`config.mk`:
```
export PLATFORM = sky130hd
export DESIGN_NAME = matrix_disp_reader
export DESIGN_NICKNAME = d
export VERILOG_FILES = /design/src/rtl/matrix_disp_reader.sv
export SDC_FILE = /design/constraint.sdc
export NUM_CORES = 1
export LEC_CHECK = 0
export CELL_PAD_IN_SITES_DETAIL_PLACEMENT = 1
export CELL_PAD_IN_SITES_GLOBAL_PLACEMENT = 2
export CORE_MARGIN = 2
export CORE_UTILIZATION = 23
export CTS_CLUSTER_SIZE = 28
export DETAILED_ROUTE_END_ITERATION = 12
export PLACE_DENSITY_LB_ADDON = 0.05
export SYNTH_ARGS = -nofsm -noshare
export SYNTH_HDL_FRONTEND = slang
export SYNTH_SLANG_ARGS = --single-unit
```
`constraint.sdc`:
```
create_clock -name clk -period 1.9 [get_ports clk]
set_input_delay 0.38 -clock clk [delete_from_list [all_inputs] [get_ports clk]]
set_output_delay 0.38 -clock clk [all_outputs]
set_load 0.03 [all_outputs]
```
`src/rtl/matrix_disp_reader.sv`:
```
// matrix_disp_reader
//   Reads one stored matrix (up to 5x5, 8-bit elements) out of an external
//   storage with a fixed one-cycle read latency. Elements are delivered
//   row-major over a valid/ready stream, with end-of-row and end-of-matrix
//   markers.
//
// Ports
//   clk        in   system clock, all state changes on the rising edge
//   rst        in   synchronous active-high reset
//   start      in   one-cycle request to read out a matrix (ignored while busy)
//   matrix_id  in   [3:0] matrix to read, sampled with start
//   dim_m      in   [2:0] row count, sampled with start, legal 1..5
//   dim_n      in   [2:0] column count, sampled with start, legal 1..5
//   rd_en      out  read strobe to storage
//   rd_id      out  [3:0] matrix id presented with rd_en (0 otherwise)
//   rd_addr    out  [4:0] element index row*dim_n+col (0 when rd_en=0)
//   rd_data    in   [7:0] storage data, valid one cycle after rd_en
//   out_data   out  [7:0] element being delivered (0 when out_valid=0)
//   out_valid  out  out_data/out_eol/out_last valid
//   out_ready  in   downstream accepts when high together with out_valid
//   out_eol    out  element is the last of its row
//   out_last   out  element is the last of the matrix
//   busy       out  readout in progress
//   done       out  one-cycle pulse after the final element is accepted
//   error      out  one-cycle pulse after a start with illegal dimensions

module matrix_disp_reader (
  input  logic       clk,
  input  logic       rst,
  input  logic       start,
  input  logic [3:0] matrix_id,
  input  logic [2:0] dim_m,
  input  logic [2:0] dim_n,
  output logic       rd_en,
  output logic [3:0] rd_id,
  output logic [4:0] rd_addr,
  input  logic [7:0] rd_data,
  output logic [7:0] out_data,
  output logic       out_valid,
  input  logic       out_ready,
  output logic       out_eol,
  output logic       out_last,
  output logic       busy,
  output logic       done,
  output logic       error
);

  // state  | meaning
  // -------+----------------------------------------------------------
  // IDLE   | waiting for start; illegal dims produce an error pulse
  // READ   | rd_en asserted for the current element address
  // WAIT   | storage data arrives; captured into the output register
  // SEND   | out_valid held until downstream accepts the element
  // DONE   | one-cycle done pulse, then back to IDLE

  typedef enum logic [2:0] {
    S_IDLE = 3'd0,
    S_READ = 3'd1,
    S_WAIT = 3'd2,
    S_SEND = 3'd3,
    S_DONE = 3'd4
  } state_t;

  state_t     state_q;

  // Latched request and element position
  logic [3:0] id_q;
  logic [2:0] m_q;
  logic [2:0] n_q;
  logic [2:0] row_q;
  logic [2:0] col_q;
  logic [4:0] addr_q;

  // Registered outputs
  logic       rd_en_q;
  logic [3:0] rd_id_q;
  logic [4:0] rd_addr_q;
  logic [7:0] out_data_q;
  logic       out_valid_q;
  logic       out_eol_q;
  logic       out_last_q;
  logic       busy_q;
  logic       done_q;
  logic       error_q;

  // Position bookkeeping
  logic       dims_ok;
  logic       col_end;
  logic       row_end;
  logic [2:0] row_d;
  logic [2:0] col_d;
  logic [4:0] addr_d;

  always_comb begin
    dims_ok = (dim_m != 3'd0) && (dim_m <= 3'd5) &&
              (dim_n != 3'd0) && (dim_n <= 3'd5);
    col_end = (col_q == (n_q - 3'd1));
    row_end = (row_q == (m_q - 3'd1));
    addr_d  = addr_q + 5'd1;
    row_d   = row_q;
    col_d   = col_q + 3'd1;
    if (col_end) begin
      col_d = 3'd0;
      row_d = row_q + 3'd1;
    end
  end

  always_ff @(posedge clk) begin
    if (rst) begin
      state_q     <= S_IDLE;
      id_q        <= '0;
      m_q         <= '0;
      n_q         <= '0;
      row_q       <= '0;
      col_q       <= '0;
      addr_q      <= '0;
      rd_en_q     <= 1'b0;
      rd_id_q     <= '0;
      rd_addr_q   <= '0;
      out_data_q  <= '0;
      out_valid_q <= 1'b0;
      out_eol_q   <= 1'b0;
      out_last_q  <= 1'b0;
      busy_q      <= 1'b0;
      done_q      <= 1'b0;
      error_q     <= 1'b0;
    end else begin
      // Strobe-type outputs default low; the read bus is zeroed whenever
      // rd_en is not asserted.
      rd_en_q   <= 1'b0;
      rd_id_q   <= '0;
      rd_addr_q <= '0;
      done_q    <= 1'b0;
      error_q   <= 1'b0;

      case (state_q)
        S_IDLE: begin
          if (start) begin
            if (dims_ok) begin
              id_q      <= matrix_id;
              m_q       <= dim_m;
              n_q       <= dim_n;
              row_q     <= '0;
              col_q     <= '0;
              addr_q    <= '0;
              rd_en_q   <= 1'b1;
              rd_id_q   <= matrix_id;
              rd_addr_q <= '0;
              busy_q    <= 1'b1;
              state_q   <= S_READ;
            end else begin
              error_q   <= 1'b1;
            end
          end
        end

        S_READ: begin
          // The read strobe was issued on entry; storage answers next cycle.
          state_q <= S_WAIT;
        end

        S_WAIT: begin
          out_data_q  <= rd_data;
          out_eol_q   <= col_end;
          out_last_q  <= col_end && row_end;
          out_valid_q <= 1'b1;
          state_q     <= S_SEND;
        end

        S_SEND: begin
          if (out_ready) begin
            out_valid_q <= 1'b0;
            out_data_q  <= '0;
            out_eol_q   <= 1'b0;
            out_last_q  <= 1'b0;
            if (out_last_q) begin
              busy_q  <= 1'b0;
              done_q  <= 1'b1;
              state_q <= S_DONE;
            end else begin
              row_q     <= row_d;
              col_q     <= col_d;
              addr_q    <= addr_d;
              rd_en_q   <= 1'b1;
              rd_id_q   <= id_q;
              rd_addr_q <= addr_d;
              state_q   <= S_READ;
            end
          end
        end

        S_DONE: begin
          state_q <= S_IDLE;
        end

        default: begin
          state_q <= S_IDLE;
        end
      endcase
    end
  end

  assign rd_en     = rd_en_q;
  assign rd_id     = rd_id_q;
  assign rd_addr   = rd_addr_q;
  assign out_data  = out_data_q;
  assign out_valid = out_valid_q;
  assign out_eol   = out_eol_q;
  assign out_last  = out_last_q;
  assign busy      = busy_q;
  assign done      = done_q;
  assign error     = error_q;

endmodule

```
---- Word level (Yosys, flattened, before mapping) ----
Index checks and enable logic that the tools add are counted.
word-level totals
  bits of input ports ..................... 22
  bits in registers ....................... 48
  latch bits .............................. 0
  memory bits (read-only) ................. 0
  bits in writable memories ............... 0
  word-level logic and storage cells ...... 100
  output and inout port bits .............. 24
  memories ................................ 0
cells by class
  multiplexer cells ....................... 43
  reductions and logical operators ........ 18
  multiply operators ...................... 0
  bitwise logic cells ..................... 4
  shift-type cells ........................ 0
  equality and inequality tests ........... 11
  order comparisons ....................... 2
  add/sub/neg operators ................... 5
  divide/modulo/power cells ............... 0
operators with widths
  cell                                                                   count
  3-bit two-way mux                                                      12
  5-bit two-way mux                                                      4
  4-bit two-way mux                                                      4
  8-bit one-hot mux with 2 select lines                                  1
  2-bit inequality test, second input constant                           6
  3-bit one-hot mux with 2 select lines                                  2
  3-bit one-hot mux with 4 select lines                                  1
  1-bit two-way mux                                                      11
  1-bit one-hot mux with 2 select lines                                  5
  5-bit one-hot mux with 2 select lines                                  1
  5-bit AND reduction                                                    2
  8-bit two-way mux                                                      1
  4-bit one-hot mux with 2 select lines                                  1
  3-bit by 1-bit adder with 3-bit output, second input constant          2
  3-bit by 2-bit equality test with 1-bit output, second input constant  2
  3-bit equality test                                                    2
  3-bit less-or-equal comparator, second input constant                  2
  3-bit AND reduction                                                    2
  6-bit AND reduction                                                    1
  3-bit nonzero test                                                     2
  3-bit OR reduction                                                     2
  3-bit by 1-bit subtractor with 3-bit output, second input constant     2
  5-bit by 1-bit adder with 5-bit output, second input constant          1
  1-bit logical AND                                                      4
  other kinds (6)                                                        10

---- Longest topological paths before layout ----
Gate-level depths: netlist (run 1).
  depth after elaboration ................. 7
  mapped depth ............................ 7
  mapped depth without buffers ............ 7

---- Least setup slack after synthesis (run 1) ----
OpenSTA, ideal clock, no wires.
  path kind ............................... register -> register
  start ................................... register n_q[0]
  end ..................................... register row_q[2]
  path buffers ............................ 0
  path slack .............................. 0.265 ns
  arrival ................................. 1.506 ns
  setup time .............................. 0.129 ns
  clock period less this slack ............ 1.635 ns
  cell stages (with the launch flop) ...... 8
  data required time ...................... 1.771 ns
  cells stage by stage .................... dfxtp_1 > inv_1 > ha_1 > xor3_2 > nor3_4 > a22oi_2 > o311ai_2 > o31ai_1
on the way
  cells in the longest elaborated chain, start to end .. 4
RTL lines
  item                                         line  RTL
  start, declared                              69    logic [2:0] n_q;
  start signal, assigned                       142   n_q <= dim_n;
  3-bit by 1-bit subtractor with 3-bit output  97    col_end = (col_q == (n_q - 3'd1));
  3-bit equality test                          97
  2-bit inequality test (no source line)       -
  6-bit AND reduction (no source line)         -
  end signal, assigned                         181   row_q <= row_d;
  end, declared                                70    logic [2:0] row_q;
No other way between the ends.
A chain may end at the register's enable or synchronous reset.

---- Worst setup path in the final report (run 1) ----
  start ................................... register out_last_q, in the netlist out_last
  end ..................................... output out_last
RTL lines
  item                    line  RTL
  start, declared         81    logic out_last_q;
  start signal, assigned  165   out_last_q <= col_end && row_end;
  end, declared           42    output logic out_last,
No word-level cell between the ends.

==> out/qor.yml, run 1 <==
period_needed_ps: 1790
via_per_inst: 4.43
tightest_slew_ps: 922
cts_made_buffers: 5
path_clk_slew_ps: 90
worstSetupPathType: "reg -> out"
synthCells: 225
r2r_start: "n_q[0]$_SDFFE_PP0P_"
synth_seq_cells: 48
sequentialPowerShare_pct: 48.8
hold_depth: 2
cp-start-kind: "flop"
clk_latency_ps: 310
finalWorstSetupSlack_ps: 106
pwr-share-clk_pct: 29.1
finalHoldViolCount: 0
instances_no_fill: 405
gr-total-overflow: 0
pre_cts_ws_ps: -227
synth.avg_cell_area_um2: 8.88
fp-row-count: 33
slew_headroom_pct: 37.9
synth_edf_count: 0
holdPathEnd: "n_q[1]$_SDFFE_PP0P_"
slew_viol_final: 0
final_net_count: 326
die_width_um: 97.2
power_density_nw_per_um2: 766
clockRootBuffer: "clkbuf_8"
worstSetupEndpointType: "primary output"
vdd_drop_max_mv: 0.280
rr_worst_depth: 7
p_switching_uw: 641
syn_to_final_growth_pct: 45.7
initial_core_util_pct: 24.1
finalSetupViolCount: 0
grt_max_degree: 21
cp_data_arrival_time_ps: 1410
synth-main-ff-cell: "dfxtp_1"
antenna_found_initial: 0
totalWireLength_um: 5510
synth_top_area_share_pct: 48.1
yosys.area.top_type: "dfxtp_1"
cp_max_fo: 5
synth_area_um2: 2000
cts_buffer_depth: 2
critPathTopFamily: "buffers and inverters"
rsz0062_at_grt: "true"
crit_path_top_delay_cell: "clkdlybuf4s50_1"
crit_chain: "clkdlybuf4s50_1"
drtAntennaViolNets: 0
route.detailed.drc: 0
core_um2: 8300
cellLeakagePower_nw: 1.07
power_frac_comb_pct: 22.0
io_pins: 46
timing.fmax_mhz: 557
status: "finished clean"
worst-endpoint-required_ps: 1520
ff2ff_setup_slack_ps: 180
dp_cells: 395
yosys-top-cells-count: "dfxtp_1 (48), nand2_1 (35), a21oi_1 (23)"
dp_hpwl_um: 4120
synthDistinctLibCells: 40
drtPass1Iterations: 4
dpl_cell_area_um2: 2770
numPortBuffers: 45
synth.yosys.seq_area_share_pct: 48.1
vias: 1794
worst-path-buf-inv: 1
cts_hold_repair.buffers: 0
drt_iter0_markers: 38
drive_above_1_share_pct: 18.0
syn-num-nets: 252
period_share_pct: 94.4
yosysMostFrequentCell: "dfxtp_1"
cts.sinks: 48
wl_per_cell_um: 13.6
swShare_pct: 28.8
grt_usage_pct: 12.5
die_h_um: 97.2
async_flop_share_pct: 0
dieArea_um2: 9440
antennaDiodeCount: 0
hold_path_class: "reg -> reg"
tns_ps: 0
holdCritStartpoint: "n_q[1]$_SDFFE_PP0P_"
worst_r2r_endpoint: "row_q[2]$_SDFFE_PP0P_"
max_stage_delay_ps: 700
final_area_um2: 2910
internal-power_mw: 1.59
cts_max_level: 2
grt_pass1_wl_um: 9630
utilization_pct: 35.1
ys_warn_count: 0
fin_worst_skew_ps: 11.3
cts_tree: "built"
drv_cap: 0
first_global_vias: 1934
synthTopCellsByArea: "dfxtp_1 (48%), nand2_1 (6.6%), a21oi_1 (5.8%)"
gp_congestion: 0.719
sequential cells by signal, indices dropped and copies added (netlist names):
register,count
addr_q,5
busy,1
col_q,3
done,1
error,1
id_q,4
m_q,3
n_q,3
out_data,8
out_eol,1
out_last,1
out_valid,1
rd_addr,5
rd_en,1
rd_id,4
row_q,3
state_q,3
power groups by stage:
| stage | Combinational [mW] | Sequential, mW | Clock (mW) |
|---|---|---|---|
| final | 0.490 | 1.09 | 0.649 |
| after floorplan | 0.208 | 1.15 | 0 |
| after detailed placement | 0.487 | 1.11 | 0 |
| after CTS | 0.491 | 1.09 | 0.691 |
| after global placement | 0.487 | 1.11 | 0 |
| after global routing | 0.545 | 1.10 | 0.719 |
cells by family after synthesis:
| family | after synthesis | synth area share (%) |
|---|---|---|
| AOI/OAI and AO/OA | 51 | 16.7 |
| DFF | 48 | 48.1 |
| buffers and inverters | 15 | 3.20 |
| adders and majority gates | 5 | 3.13 |
| xor gates and xnor gates | 9 | 4.76 |
| and+or+nand+nor | 97 | 24.1 |
per-layer routing:
metal	global-route usage [%]	up-vias	share of wire [%]
met5	0	-	0
met4	4.88	0	1.7
met3	2.73	9	3.0
met2	20.1	24	47
met1	16.3	835	49
li1	-	926	-
through the flow:
stage	hold WS [ps]	total power, mW
after floorplan	436	1.35
after global placement	443	1.60
after detailed placement	450	1.60
after CTS	465	2.27
after global routing	493	2.36
final	461	2.23
cell type report:
type                    instances  area [µm²]
repair buffers                 77         703
fillers                       983        5390
well taps                     105         131
multi-input cells             162        1000
inverters                       5        18.8
flip-flops and latches         48         962
clock buffers                   7        86.3
clock inverters                 1        7.51
cell usage in the layout (no fill, tap or decap), types with 2 or more instances in the layout:
master,netlist,routed
dfxtp_1,48,47
clkdlybuf4s50_1,0,45
nand2_1,35,35
buf_4,1,31
a21oi_1,23,22
nor2_1,22,22
nand3_1,10,10
a22oi_1,9,9
nor3_1,10,7
clkbuf_8,0,6
inv_1,5,5
o21ai_0,5,5
xnor2_1,5,5
ha_1,5,5
nor3_2,0,3
nand2b_1,3,3
or3_1,3,3
xor2_1,3,3
a31oi_1,2,2
nor3b_1,2,2
o21ai_1,2,2
nand3b_1,2,2
and3_1,2,2
how the worst max path moves through the flow:
| stage | startpoint | endpoint | slack, ps | depth (start not counted) |
|---|---|---|---|---|
| after detailed placement | dim_n[2] | col_q[0]$_SDFFE_PP0P_ | -230 | 6 |
| after global placement | dim_n[2] | state_q[0]$_SDFFE_PP0P_ | -200 | 6 |
| after global routing | dim_n[2] | row_q[2]$_SDFFE_PP0P_ | -20 | 6 |
| after floorplan | n_q[0]$_SDFFE_PP0P_ | row_q[2]$_SDFFE_PP0P_ | 260 | 7 |
| final | out_last$_SDFFE_PP0P_ | out_last | 110 | 1 |
| after CTS | n_q[0]$_SDFFE_PP0P_ | row_q[2]$_SDFFE_PP0P_ | 80 | 7 |
timing repair:
item                                    in CTS  in global routing
endpoints found under the setup margin       0                  8
gates resized for setup                      0                  8
buffers inserted                             0                  2
(Power assumes the default switching activity.)
==> run 2, diff against run 1 <==
--- a/config.mk
+++ b/config.mk
@@ -7,10 +7,11 @@
 export LEC_CHECK = 0
 export CELL_PAD_IN_SITES_DETAIL_PLACEMENT = 1
 export CELL_PAD_IN_SITES_GLOBAL_PLACEMENT = 2
-export CORE_MARGIN = 2
+export CORE_MARGIN = 4
 export CORE_UTILIZATION = 23
 export CTS_CLUSTER_SIZE = 28
 export DETAILED_ROUTE_END_ITERATION = 12
+export HOLD_SLACK_MARGIN = 0.1
 export PLACE_DENSITY_LB_ADDON = 0.05
 export SYNTH_ARGS = -nofsm -noshare
 export SYNTH_HDL_FRONTEND = slang
==> run 2 against run 1 <==
Count of clock-buffer cells in the layout is 2 lower. Setup slack worse by 19 ps. Sequential cell count stayed put. Final area is 0.13% higher. Sequential share of layout area is 0.086 points lower. Clock skew is 5.3 ps lower. Register-to-register slack hardly changed. First-iteration DRC count is 47% higher. Final cell count is 0.99% lower.
==> out/qor.yml, run 2 (synthesized netlist as in run 1, its figures left out) <==
utilization_pct: 34.9  # -0.13 points
period_share_pct: 95.4  # +1.0 points
totalWireLength_um: 5450  # -1.0%
die_h_um: 101  # +4.1%
vias: 1808  # +0.78%
dp_cells: 391  # -1.0%
antenna_found_initial: 0  # unchanged
fp-row-count: 33  # unchanged
cp_data_arrival_time_ps: 2000  # +590 ps
crit_end: "col_q[2]$_SDFFE_PP0P_"
tns_ps: 0  # unchanged
ff2ff_setup_slack_ps: 190  # about the same
dpl_cell_area_um2: 2750  # -0.63%
route.detailed.drc: 0  # unchanged
worstSetupPathType: "in -> reg"
die_width_um: 101  # +4.1%
fin_worst_skew_ps: 6.02  # -5.31 ps
fillers: 990  # +0.71%
dp_hpwl_um: 4000  # -3.1%
layout_common_cells: "dfxtp_1 (48), clkdlybuf4s50_1 (41), nand2_1 (35), buf_4 (28), a21oi_1 (23)"
drtAntennaViolNets: 0  # unchanged
drt_iter0_markers: 56  # +47%
rsz0062_at_grt: "false"
clk_latency_ps: 300  # about the same
drive_above_1_share_pct: 15.5  # -2.5 points
cts_tree: "built"
period_needed_ps: 1810  # +19.3 ps
cts_made_buffers: 5  # unchanged
grt_usage_pct: 11.4  # -1.1 points
via_per_inst: 4.51  # +1.8%
vdd_drop_max_mv: 0.261  # -6.7%
grt_pass1_wl_um: 9380  # -2.6%
grt_max_degree: 26  # +24%
cellLeakagePower_nw: 1.11  # +3.5%
finalPower_mw: 2.28  # +2.4%
cts.sinks: 48  # unchanged
rr_worst_depth: 8  # +1
numPortBuffers: 45  # unchanged
power_density_nw_per_um2: 784  # +2.3%
largest_reg_flops: 8  # unchanged
gp_congestion: 0.700  # -2.7%
cp-startpoint: "dim_m[0]"
instances_no_fill: 401  # -0.99%
cts_max_level: 2  # unchanged
timing.fmax_mhz: 551  # -1.1%
cts_hold_repair.buffers: 0  # unchanged
syn_to_final_growth_pct: 45.9
io_pins: 46  # unchanged
tightest_slew_ps: 760  # -162 ps
gr-total-overflow: 0  # unchanged
r2r_start: "n_q[0]$_SDFFE_PP0P_"
cp_max_fo: 10  # +5
clockRootBuffer: "clkbuf_8"
path_clk_slew_ps: 90  # about the same
slew_headroom_pct: 48.8  # +11 points
drv_cap: 0  # unchanged
mostFrequentLayoutCell: "dfxtp_1"
worst-endpoint-required_ps: 2090  # +570 ps
status: "finished clean"
final_net_count: 324  # -0.61%
antennaDiodeCount: 0  # unchanged
dieArea_um2: 10200  # +8.4%
drtPass1Iterations: 4  # unchanged
hold_path_class: "in -> reg"
slew_viol_final: 0  # unchanged
cts_buffer_depth: 2  # unchanged
finalHoldViolCount: 0  # unchanged
cp-start-kind: "primary input"
core_um2: 8340  # +0.50%
worstSetupEndpointType: "flop"
final_area_um2: 2910  # +0.13%
wl_per_cell_um: 13.6  # about the same
first_global_vias: 1933  # -0.052%
finalSetupViolCount: 0  # unchanged
worst_r2r_endpoint: "col_q[0]$_SDFFE_PP0P_"
initial_core_util_pct: 23.9  # -0.12 points
-- run 2: area by class of cell --
cell class / instances / area, µm² / area share, %
clock inverters: 1 / 30.0 / 1.03
multi-input cells: 162 / 992 / 34.1
repair buffers: 75 / 711 / 24.4
flip-flops and latches: 48 / 961 / 33.0
clock buffers: 5 / 68.8 / 2.36
inverters: 5 / 18.8 / 0.644
well taps: 105 / 131 / 4.51
-- run 2: what timing repair did --
item,in CTS,in global routing
buffers inserted,0,4
endpoints found under the setup margin,0,13
resized for setup,0,7
-- run 2: where the power goes --
part	internal, mW	leakage, nW	total (mW)	switching, mW
clock	0.379	0.0501	0.719	0.340
sequential	1.05	0.389	1.08	0.0329
combinational	0.229	0.671	0.479	0.250
-- run 2: routing by layer --
layer | global-route usage [%] | part of all wire (%) | routed length, µm
met5 | 0 | 0 | 0
met4 | 3.37 | 0.97 | 53
met3 | 2.62 | 4.0 | 216
met2 | 18.3 | 47 | 2560
met1 | 15.3 | 48 | 2620
-- run 2: per-stage QoR --
stage / worst slack (ps) / hold slack, ps
2_1_floorplan: 265 / 436
3_3_place_gp: -273 / 445
3_5_place_dp: -331 / 448
4_1_cts: 1.05 / 462
5_1_grt: 4.45 / 425
6_report: 86.6 / 410
-- run 2: how the worst min path moves through the flow --
stage,to,startpoint,slack [ps],cells past startpoint
finish,m_q[1]$_SDFFE_PP0P_,dim_m[1],410,3
global route,m_q[1]$_SDFFE_PP0P_,dim_m[1],430,3
CTS,id_q[2]$_SDFFE_PP0P_,id_q[2]$_SDFFE_PP0P_,460,2
detailed placement,id_q[2]$_SDFFE_PP0P_,id_q[2]$_SDFFE_PP0P_,450,2
global placement,id_q[0]$_SDFFE_PP0P_,id_q[0]$_SDFFE_PP0P_,440,2
floorplan,m_q[1]$_SDFFE_PP0P_,m_q[1]$_SDFFE_PP0P_,440,2
-- run 2: worst max-delay path, stage by stage --
cell,delay (ps)
clkdlybuf4s50_1,420
nor3_1,400
nor4b_4,110
buf_4,160
o21bai_4,250
nand2b_4,210
o21ai_1,60
==> run 3, diff against run 2 <==
--- a/config.mk
+++ b/config.mk
@@ -5,6 +5,7 @@
 export SDC_FILE = /design/constraint.sdc
 export NUM_CORES = 1
 export LEC_CHECK = 0
+export CAP_MARGIN = 20
 export CELL_PAD_IN_SITES_DETAIL_PLACEMENT = 1
 export CELL_PAD_IN_SITES_GLOBAL_PLACEMENT = 2
 export CORE_MARGIN = 4
@@ -16,3 +17,4 @@
 export SYNTH_ARGS = -nofsm -noshare
 export SYNTH_HDL_FRONTEND = slang
 export SYNTH_SLANG_ARGS = --single-unit
+export TNS_END_PERCENT = 100
==> results of run 3 <==
The final DEF is identical to that of run 2; final timing and power are the same.
